$ cat config.mk
export PLATFORM = sky130hd
export DESIGN_NAME = dma_xfer_ctrl
export DESIGN_NICKNAME = d
export VERILOG_FILES = /design/src/rtl/dma_xfer_ctrl.sv
export SDC_FILE = /design/constraint.sdc
export NUM_CORES = 1
export LEC_CHECK = 0
export ABC_AREA = 1
export BUFFER_PORTS_ARGS = -buffer_cell sky130_fd_sc_hd__buf_2
export CORE_AREA = 5 5 130 132
export DETAILED_ROUTE_END_ITERATION = 6
export DIE_AREA = 0 0 135 137
export PLACE_DENSITY = 0.84
export SYNTH_ARGS = -nofsm -noshare
export SYNTH_HDL_FRONTEND = slang
export SYNTH_SLANG_ARGS = --single-unit
export TNS_END_PERCENT = 100
$ cat constraint.sdc
create_clock -name clk -period 2.75 [get_ports clk]
set_input_delay 0.55 -clock clk [delete_from_list [all_inputs] [get_ports clk]]
set_output_delay 0.55 -clock clk [all_outputs]
set_load 0.01 [all_outputs]
$ cat src/rtl/dma_xfer_ctrl.sv
// Single-channel DMA sequencer: streams words from src to dst through an external
// show-ahead FIFO, with read credits bounding the data in flight.
module dma_xfer_ctrl #(
  parameter int ADDR_WIDTH = 32,
  parameter int DATA_WIDTH = 32,
  parameter int FIFO_DEPTH = 16,
  parameter int LEN_WIDTH  = 16
) (
  input  logic                  clk,
  input  logic                  rstn,
  input  logic                  start,
  input  logic [ADDR_WIDTH-1:0] src_addr,
  input  logic [ADDR_WIDTH-1:0] dst_addr,
  input  logic [LEN_WIDTH-1:0]  byte_len,
  output logic                  busy,
  output logic                  done,
  output logic                  err,
  output logic                  rd_req,
  output logic [ADDR_WIDTH-1:0] rd_addr,
  input  logic                  rd_gnt,
  input  logic                  rd_rvalid,
  input  logic [DATA_WIDTH-1:0] rd_rdata,
  output logic                  wr_req,
  output logic [ADDR_WIDTH-1:0] wr_addr,
  output logic [DATA_WIDTH-1:0] wr_data,
  input  logic                  wr_gnt,
  output logic                  fifo_push,
  output logic [DATA_WIDTH-1:0] fifo_push_data,
  input  logic                  fifo_full,
  output logic                  fifo_pop,
  input  logic [DATA_WIDTH-1:0] fifo_pop_data,
  input  logic                  fifo_empty,
  output logic [1:0]            dbg_state
);

  localparam int CW = $clog2(FIFO_DEPTH) + 1;
  localparam int WW = LEN_WIDTH - 2;

  typedef enum logic [1:0] {
    IDLE = 2'd0,
    RUN  = 2'd1,
    DONE = 2'd2
  } state_t;

  state_t                state;
  logic [ADDR_WIDTH-1:0] rd_ptr;
  logic [ADDR_WIDTH-1:0] wr_ptr;
  logic [WW-1:0]         rd_left;
  logic [WW-1:0]         wr_left;
  logic [CW-1:0]         credit;
  logic [CW-1:0]         outstanding;
  logic                  in_run;
  logic                  rd_fire;
  logic                  wr_fire;
  logic                  rsp_ok;
  logic                  unused_bits;

  assign unused_bits = ^{src_addr[1:0], dst_addr[1:0], byte_len[1:0]};

  // Handshakes: a request holds with stable address/data until its grant; a transfer
  // happens on the cycle req && gnt are both high. Responses carry no back-pressure.
  assign in_run  = (state == RUN);
  assign rd_req  = in_run && (rd_left != '0) && (credit != '0);
  assign rd_addr = rd_ptr;
  assign rd_fire = rd_req && rd_gnt;

  assign wr_req   = in_run && !fifo_empty && (wr_left != '0);
  assign wr_addr  = wr_ptr;
  assign wr_data  = wr_req ? fifo_pop_data : '0;
  assign fifo_pop = wr_req && wr_gnt;
  assign wr_fire  = fifo_pop;

  assign fifo_push      = rd_rvalid;
  assign fifo_push_data = rd_rvalid ? rd_rdata : '0;

  assign rsp_ok    = (outstanding != '0);
  assign dbg_state = state;

  always_ff @(posedge clk) begin
    if (!rstn) begin
      state       <= IDLE;
      busy        <= 1'b0;
      done        <= 1'b0;
      err         <= 1'b0;
      rd_ptr      <= '0;
      wr_ptr      <= '0;
      rd_left     <= '0;
      wr_left     <= '0;
      credit      <= '0;
      outstanding <= '0;
    end else begin
      // A response with nothing outstanding, or into a full FIFO, is a protocol error.
      if (rd_rvalid && (fifo_full || !rsp_ok)) err <= 1'b1;

      if (rd_fire && !(rd_rvalid && rsp_ok))      outstanding <= outstanding + CW'(1);
      else if (!rd_fire && rd_rvalid && rsp_ok)   outstanding <= outstanding - CW'(1);

      case (state)
        IDLE: begin
          if (start) begin
            rd_ptr  <= {src_addr[ADDR_WIDTH-1:2], 2'b00};
            wr_ptr  <= {dst_addr[ADDR_WIDTH-1:2], 2'b00};
            rd_left <= byte_len[LEN_WIDTH-1:2];
            wr_left <= byte_len[LEN_WIDTH-1:2];
            credit  <= CW'(FIFO_DEPTH);
            err     <= 1'b0;
            if (byte_len[LEN_WIDTH-1:2] == '0) begin
              state <= DONE;
              done  <= 1'b1;
            end else begin
              state <= RUN;
              busy  <= 1'b1;
            end
          end
        end
        RUN: begin
          if (rd_fire) begin
            rd_ptr  <= rd_ptr + ADDR_WIDTH'(4);
            rd_left <= rd_left - WW'(1);
          end
          if (wr_fire) begin
            wr_ptr  <= wr_ptr + ADDR_WIDTH'(4);
            wr_left <= wr_left - WW'(1);
          end
          if (rd_fire && !wr_fire)      credit <= credit - CW'(1);
          else if (wr_fire && !rd_fire) credit <= credit + CW'(1);
          if (wr_fire && (wr_left == WW'(1))) begin
            state <= DONE;
            busy  <= 1'b0;
            done  <= 1'b1;
          end
        end
        DONE: begin
          state <= IDLE;
          done  <= 1'b0;
        end
        default: begin
          state <= IDLE;
          busy  <= 1'b0;
          done  <= 1'b0;
        end
      endcase
    end
  end

endmodule

==> impl_metrics.json, run 1 <==
{
  "ff2ff_path_depth": 18,
  "tightest_slew_ps": 830,
  "cts_hold_buf": 0,
  "drive_above_1_share_pct": 24.5,
  "drtPass1Iterations": 7,
  "yosysWarnings": 0,
  "syn_inst": 1312,
  "cts_setup_buffers": 0,
  "core_sq_mm": 0.0156,
  "syn_area_sq_mm": 0.00781,
  "crit_path_start_kind": "flop",
  "port_buffers": 278,
  "finalCritPeriodShare_pct": 92.3,
  "synth_flop_cell": "dfxtp_1",
  "initial_core_util_pct": 50.1,
  "holdCritPathClass": "primary input to flop",
  "synth_area_leaders": "dfxtp_1 26%, nand2_1 15%, nor2_1 10%",
  "grt_max_degree": 81,
  "r2r-end": "credit[4]",
  "htreeDepth": 3,
  "cap_violations": 0,
  "cts_sinks": 103,
  "synth_top_area_share_pct": 26.4,
  "ir_worst_vdd_v": 0.000378,
  "drc_errors": 0,
  "min-delay-start": "src_addr[2]",
  "final_cell_mix": "310 x nand2_1, 278 x buf_2, 211 x nor2_1, 168 x inv_1, 103 x dfxtp_1",
  "slew_headroom_pct": 44.7,
  "clock_path_buffers": 2,
  "num_vias": 9214,
  "synth-compound-area-share_pct": 15.4,
  "fmax_ghz": 0.394,
  "n_fill_cell": 1474,
  "diodes": 0,
  "synth.mux.area_fraction_pct": 0,
  "fin_crit_ps": 2540,
  "cts_tree": "built",
  "grt_pass1_wl_microns": 39300,
  "drt-total-wl_microns": 24800,
  "cts-root-buf": "clkbuf_16",
  "gp_congestion": 0.970,
  "fin_setup_tns_ps": 0,
  "cts_resized": 0,
  "num_rows": 46,
  "finalHoldViolations": 0,
  "die_w_microns": 135,
  "avgSynthCellArea_sq_um": 5.95,
  "postLayoutCoreUtil_pct": 61.2,
  "async_flop_share_pct": 0,
  "synth_top_area_cell": "dfxtp_1",
  "end_kind": "flop",
  "fin_worst_skew_ps": 16.7,
  "drt_iter0_drc": 918,
  "final-seq-area_sq_mm": 0.00206,
  "hold_end": "rd_addr[2]",
  "vias_per_cell": 5.19,
  "grt_pass1_vias": 8356,
  "p_total_uw": 5230,
  "rrSetupSlack_ps": 210,
  "setup_viol_count_final": 0,
  "area_growth_pct": 22.3,
  "crit_fanout": 4,
  "multi_input_area_sq_mm": 0.00481,
  "synth_edf_count": 0,
  "synthDistinctLibCells": 43,
  "synth_seq_area_share_pct": 26.4,
  "wire_per_inst_microns": 14.0,
  "synth_xor_area_share_pct": 3.36,
  "status": "finished clean",
  "clk_latency_ps": 370,
  "grt_use_total_pct": 25.7,
  "rr_startpoint": "rd_left[0]",
  "leakage_uw": 0.00481,
  "worstPathRequired_ps": 3010,
  "io_pins": 289,
  "path_clk_slew_ps": 80,
  "grt-ovfl-total": 0,
  "synthAdderAreaFrac_pct": 2.44,
  "rsz0062_at_grt": "no",
  "die_area_sq_mm": 0.0185,
  "critPathArrivalTime_ps": 2800,
  "path_class": "flop to flop",
  "antenna_found_initial": 0,
  "drtAntennaViolNets": 0,
  "synth_seq_cells": 103,
  "p_per_area_mw_per_mm2": 548,
  "drv_slew": 0,
  "holdPathStages": 3,
  "nets": 1719,
  "final_common_cell": "nand2_1",
  "yosys.area_share.simple_pct": 39.8,
  "hpwl_microns": 18600,
  "cts_buffers": 9,
  "die_h_microns": 137,
  "synth_top_family_by_area": "simple AND/OR/NAND/NOR gates"
}
[flip-flops by register name, summed over array words and instances (netlist names)]
signal       count
done             1
err              1
credit           5
wr_left         14
busy             1
dbg_state        2
outstanding      5
wr_addr         30
rd_addr         30
rd_left         14
[kinds of logic after synthesis]
logic type               after synthesis
AO/OA/AOI/OAI                        212
flip-flops                           103
other                                  1
XOR/XNOR                              30
buffers and inverters                236
AND/OR/NAND/NOR                      716
adder cells (fa/ha/maj)               14
[how the worst max path moves through the flow]
stage,from,endpoint,slack (ps),cells after the start
4_1_cts,rd_left[0],credit[4],80,18
3_5_place_dp,rd_left[0],credit[4],110,18
6_report,rd_left[0],credit[4],210,18
5_1_grt,rd_left[0],credit[4],40,18
2_1_floorplan,rd_left[0],credit[4],400,18
3_3_place_gp,rd_left[0],credit[4],190,18
[layer usage]
metal  wire, microns  share of wire (%)  GRT usage (%)
met5               0                  0              0
met4             460                1.9           9.13
met3            2250                9.0           4.15
met2           11500                 46           42.8
met1           10700                 43           33.7
[synthesized netlist by cell type, drive strengths merged (12+ instances only)]
library cell and instances:
o21ai 83, a31oi 19, clkbuf 30, nand3 84, nor2 225, buf 31
ha 12, nor3 27, xor2 20, inv 174, nand2 336, dfxtp 103
nand4 23, a21oi 90
[final cells by class]
cell class	instances	share of cell area [%]
repair buffers	288	15.4
inverters	175	6.89
clock buffers	9	2.36
well taps	216	2.83
multi-input cells	976	50.4
clock inverters	7	0.590
flip-flops and latches	103	21.6
[through the flow]
step / hold WS, ps / worst slack, ps / instance area, sq um / instances
floorplan: 448 / 403 / 7820 / 1315
global placement: 450 / 185 / 9240 / 1758
detailed placement: 452 / 109 / 9240 / 1758
CTS: 432 / 83.5 / 9520 / 1774
global route: 461 / 40.2 / 9550 / 1774
finish: 437 / 211 / 9550 / 1774
[power by group]
group / internal [uW] / leakage [uW] / switching [uW] / total [uW]
registers: 1720 / 0.000852 / 290 / 2010
clock network: 626 / 0.000135 / 641 / 1270
logic: 756 / 0.00382 / 1200 / 1960
[critical path: stages, from the launching register on]
cell and delay (ps):
dfxtp_1 350, inv_2 100, ha_4 160, nand2_2 80
nor2_4 160, nand2_2 100, nand2_2 110, nor2_4 50
nand2_2 130, inv_2 90, ha_1 320, a21oi_1 160
o21ai_1 100, xor2_1 190, inv_1 60, nand2_1 60
nand3_1 60, nor2_1 100, nor2_1 50
No activity file was read; power rests on OpenSTA's default activity.
==> run 2: changes to the inputs <==
Settings changed: BUFFER_PORTS_ARGS -buffer_cell sky130_fd_sc_hd__buf_2 to -buffer_cell sky130_fd_sc_hd__buf_4, GPL_TIMING_DRIVEN set to 0.
==> impl_metrics.json, run 2 (synthesis gave the netlist of run 1 again) <==
{
  "nets": 1768,
  "dp.cells": 1807,
  "fin_worst_skew_ps": 13.0,
  "worstPathRequired_ps": 3010,
  "htreeDepth": 3,
  "path_clk_slew_ps": 80,
  "cts_setup_buffers": 0,
  "path_class": "flop to flop",
  "whs_ps": 425,
  "final_common_cell": "nand2_1",
  "vias_per_cell": 5.31,
  "wire_per_inst_microns": 16.7,
  "finalHoldViolations": 0,
  "grt_pass1_vias": 8895,
  "gp_congestion": 1.00,
  "fin_crit_ps": 2570,
  "drtAntennaViolNets": 0,
  "grt_max_degree": 18,
  "leakage_uw": 0.00510,
  "critPathArrivalTime_ps": 2830,
  "drv_slew": 0,
  "clock_path_buffers": 2,
  "tightest_slew_ps": 938,
  "cts_resized": 0,
  "diodes": 0,
  "port_buffers": 276,
  "drt-total-wl_microns": 30500,
  "drive_above_1_share_pct": 25.1,
  "grt_use_total_pct": 31.5,
  "end_kind": "flop",
  "num_vias": 9687,
  "hpwl_microns": 23800,
  "holdCritPathClass": "primary input to flop",
  "area_growth_pct": 34.4,
  "cts-root-buf": "clkbuf_16",
  "crit_path_start_kind": "flop",
  "final_cell_mix": "310 x nand2_1, 286 x buf_4, 211 x nor2_1, 169 x inv_1, 101 x dfxtp_1",
  "stdcell_count": 1823,
  "die_area_sq_mm": 0.0185,
  "cts_sinks": 103,
  "ff2ff_path_depth": 17,
  "grt-ovfl-total": 0,
  "postLayoutCoreUtil_pct": 67.3,
  "ir_worst_vdd_v": 0.000331,
  "finalCritPeriodShare_pct": 93.5,
  "clk_latency_ps": 370,
  "rrSetupSlack_ps": 180,
  "io_pins": 289,
  "fin_setup_tns_ps": 0,
  "core_sq_mm": 0.0156,
  "crit_end": "credit[4]",
  "crit_path_start": "wr_left[0]",
  "p_per_area_mw_per_mm2": 541,
  "drc_errors": 0,
  "cap_violations": 0,
  "drtPass1Iterations": 6,
  "initial_core_util_pct": 50.1,
  "slew_headroom_pct": 37.4,
  "grt_pass1_wl_microns": 46100,
  "rr_startpoint": "wr_left[0]",
  "drt_iter0_drc": 1069,
  "cts_buffers": 9,
  "rsz0062_at_grt": "no",
  "die_w_microns": 135,
  "r2r-end": "credit[4]",
  "crit_fanout": 5,
  "antenna_found_initial": 0,
  "cts_hold_buf": 0,
  "cts_tree": "built",
  "status": "finished clean",
  "setup_viol_count_final": 0,
  "die_h_microns": 137,
  "fmax_ghz": 0.389,
  "num_rows": 46
}
[run 2: where the power goes]
| group | internal [uW] | switching (uW) |
|---|---|---|
| registers | 1720 | 309 |
| logic | 953 | 1320 |
| clock network | 710 | 667 |
[run 2: area by class of cell]
| type | count | area (sq um) |
|---|---|---|
| clock buffer | 9 | 225 |
| clock inverter | 7 | 72.6 |
| tap | 216 | 270 |
| multi-input combinational | 976 | 4800 |
| fill | 1476 | 5110 |
| timing repair buffer | 276 | 2070 |
| buffer | 61 | 329 |
| sequential | 103 | 2060 |
| inverter | 175 | 658 |
[run 2: metrics by stage]
step	setup WS, ps	instance area [sq um]	power (uW)
6_report	179	10500	5680
5_1_grt	13.0	10500	5980
4_1_cts	46.5	10500	5620
3_5_place_dp	82.7	10200	4270
3_3_place_gp	112	10200	4220
2_1_floorplan	403	7820	3380
[run 2: worst min path at each step]
| stage | slack, ps | startpoint | cells after the start | endpoint |
|---|---|---|---|---|
| 2_1_floorplan | 450 | rd_left[1] | 2 | rd_left[1] |
| 6_report | 430 | src_addr[2] | 3 | rd_addr[2] |
| 4_1_cts | 430 | src_addr[2] | 3 | rd_addr[2] |
| 3_3_place_gp | 460 | done | 2 | done |
| 5_1_grt | 460 | src_addr[2] | 3 | rd_addr[2] |
| 3_5_place_dp | 470 | done | 2 | done |
[run 2: routing by layer]
layer	part of all wire, %	global-route usage (%)
met4	3.1	12.0
met2	47	53.2
met3	9.6	5.88
met1	40	40.2
met5	0	0
[run 2: critical path, stage by stage, from the launching register on]
cell	delay, ps
dfxtp_1	380
inv_1	120
ha_1	220
nand2_1	70
nor2_1	50
nand2_1	110
nand3_2	120
nand2_2	160
inv_1	130
ha_1	370
nand2_1	70
o21ai_1	140
xor2_1	200
inv_1	60
nand2_1	60
nand3_1	60
nor2_1	110
nor2_1	50
==> run 3: changes to the inputs <==
Settings changed: BUFFER_PORTS_ARGS -buffer_cell sky130_fd_sc_hd__buf_4 to -buffer_cell sky130_fd_sc_hd__buf_2, CTS_CLUSTER_DIAMETER set to 150, SLEW_MARGIN set to 5.
==> impl_metrics.json, run 3 (synthesis gave the netlist of run 1 again) <==
{
  "dp_slack_ps": 52.2,
  "die_h_microns": 137,
  "clk_latency_ps": 360,
  "port_buffers": 276,
  "crit_fanout": 4,
  "drtAntennaViolNets": 0,
  "end_kind": "flop",
  "vias_per_cell": 5.36,
  "grt_pass1_wl_microns": 45100,
  "drt_iter0_drc": 985,
  "num_rows": 46,
  "core_sq_mm": 0.0156,
  "slowest_delay_ps": 340,
  "hpwl_microns": 22900,
  "leakage_uw": 0.00497,
  "cap_violations": 0,
  "num_vias": 9779,
  "critPathArrivalTime_ps": 2850,
  "final_common_cell": "nand2_1",
  "ir_worst_vdd_v": 0.000355,
  "rsz0062_at_grt": "no",
  "slew_headroom_pct": 35.8,
  "diodes": 0,
  "fin_crit_ps": 2590,
  "cts_buffers": 9,
  "finalHoldViolations": 0,
  "final_cell_mix": "310 x nand2_1, 289 x buf_2, 211 x nor2_1, 169 x inv_1, 102 x dfxtp_1",
  "clock_path_buffers": 2,
  "path_class": "flop to flop",
  "drt-total-wl_microns": 29600,
  "grt-ovfl-total": 0,
  "finalCritPeriodShare_pct": 94.2,
  "cts-root-buf": "clkbuf_16",
  "antenna_found_initial": 0,
  "htreeDepth": 3,
  "cts_resized": 0,
  "setup_viol_count_final": 0,
  "fmax_ghz": 0.386,
  "drc_errors": 0,
  "grt_pass1_vias": 8939,
  "nets": 1768,
  "fin_worst_skew_ps": 8.75,
  "p_per_area_mw_per_mm2": 577,
  "gp_congestion": 0.984,
  "io_pins": 289,
  "crit_path_start_kind": "flop",
  "grt_max_degree": 17,
  "cts_setup_buffers": 0,
  "drtPass1Iterations": 6,
  "worstPathRequired_ps": 3010,
  "cts_tree": "built",
  "slowest_stage": "dfxtp_2",
  "area_growth_pct": 26.1,
  "tightest_slew_ps": 962,
  "drv_slew": 0,
  "holdCritPathClass": "primary input to flop",
  "fin_setup_tns_ps": 0,
  "die_w_microns": 135,
  "cpMostUsedCell": "nand2_2",
  "cts_hold_buf": 0,
  "die_area_sq_mm": 0.0185,
  "path_cells": "inv_1 > ha_2 > nand2_2 > nor2_4 > nand2_2 > nand2_2 > nor2_4 > nand2_2 > inv_2 > ha_4 > nand2_1 > o21ai_1 > xor2_1 > inv_1 > nand2_1 > nand3_1 > nor2_1 > nor2_1",
  "drive_above_1_share_pct": 25.1,
  "path_clk_slew_ps": 80,
  "grt_use_total_pct": 30.7,
  "wire_per_inst_microns": 16.2,
  "p_total_uw": 5680,
  "whs_ps": 435,
  "initial_core_util_pct": 50.1,
  "final.setup.worst_slack_ps": 160,
  "status": "finished clean",
  "cts_sinks": 103
}
## run 3: per-stage QoR
step,utilization [%],cells,area [sq um]
finish,63.2,1823,9850
global route,63.2,1823,9850
CTS,62.9,1823,9820
detailed placement,60.7,1807,9470
global placement,60.7,1807,9470
floorplan,-,1315,7820
## run 3: worst paths after layout
check | from | end | slack [ps] | cells past startpoint
max | rd_left[0] | credit[4] | 160 | 18
min | dst_addr[11] | wr_addr[11] | 430 | 3
max reg2reg | rd_left[0] | credit[4] | 160 | 18
min reg2reg | done | done | 480 | 2
## run 3: final cells by class
class	instances	area, sq um
multi-input combinational	976	4800
clock buffer	10	239
clock inverter	6	108
buffer	61	329
timing repair buffer	276	1380
fill	1500	5750
tap	216	270
sequential	103	2060
inverter	175	658
## run 3: per-layer routing
metal	GRT usage, %	wire length [microns]	vias to the layer above
met1	38.5	11700	4382
met5	0	0	-
li1	-	-	4754
met4	11.9	980	0
met3	4.96	2980	67
met2	52.8	13900	576
## run 3: worst max-delay path, delay by kind of cell (launching register included)
family          cells  cell delay (ps)
compound gates      1              160
xor+xnor            1              210
fa+ha+maj           2              530
buf+inv             3              260
flops               1              340
simple gates       11              980
## run 3: power breakdown
part	leakage (uW)	total, uW	switching [uW]	internal [uW]
combinational	0.00395	2110	1310	809
sequential	0.000852	2010	297	1720
clock	0.000168	1550	637	913
total	0.00497	5680	2240	3440
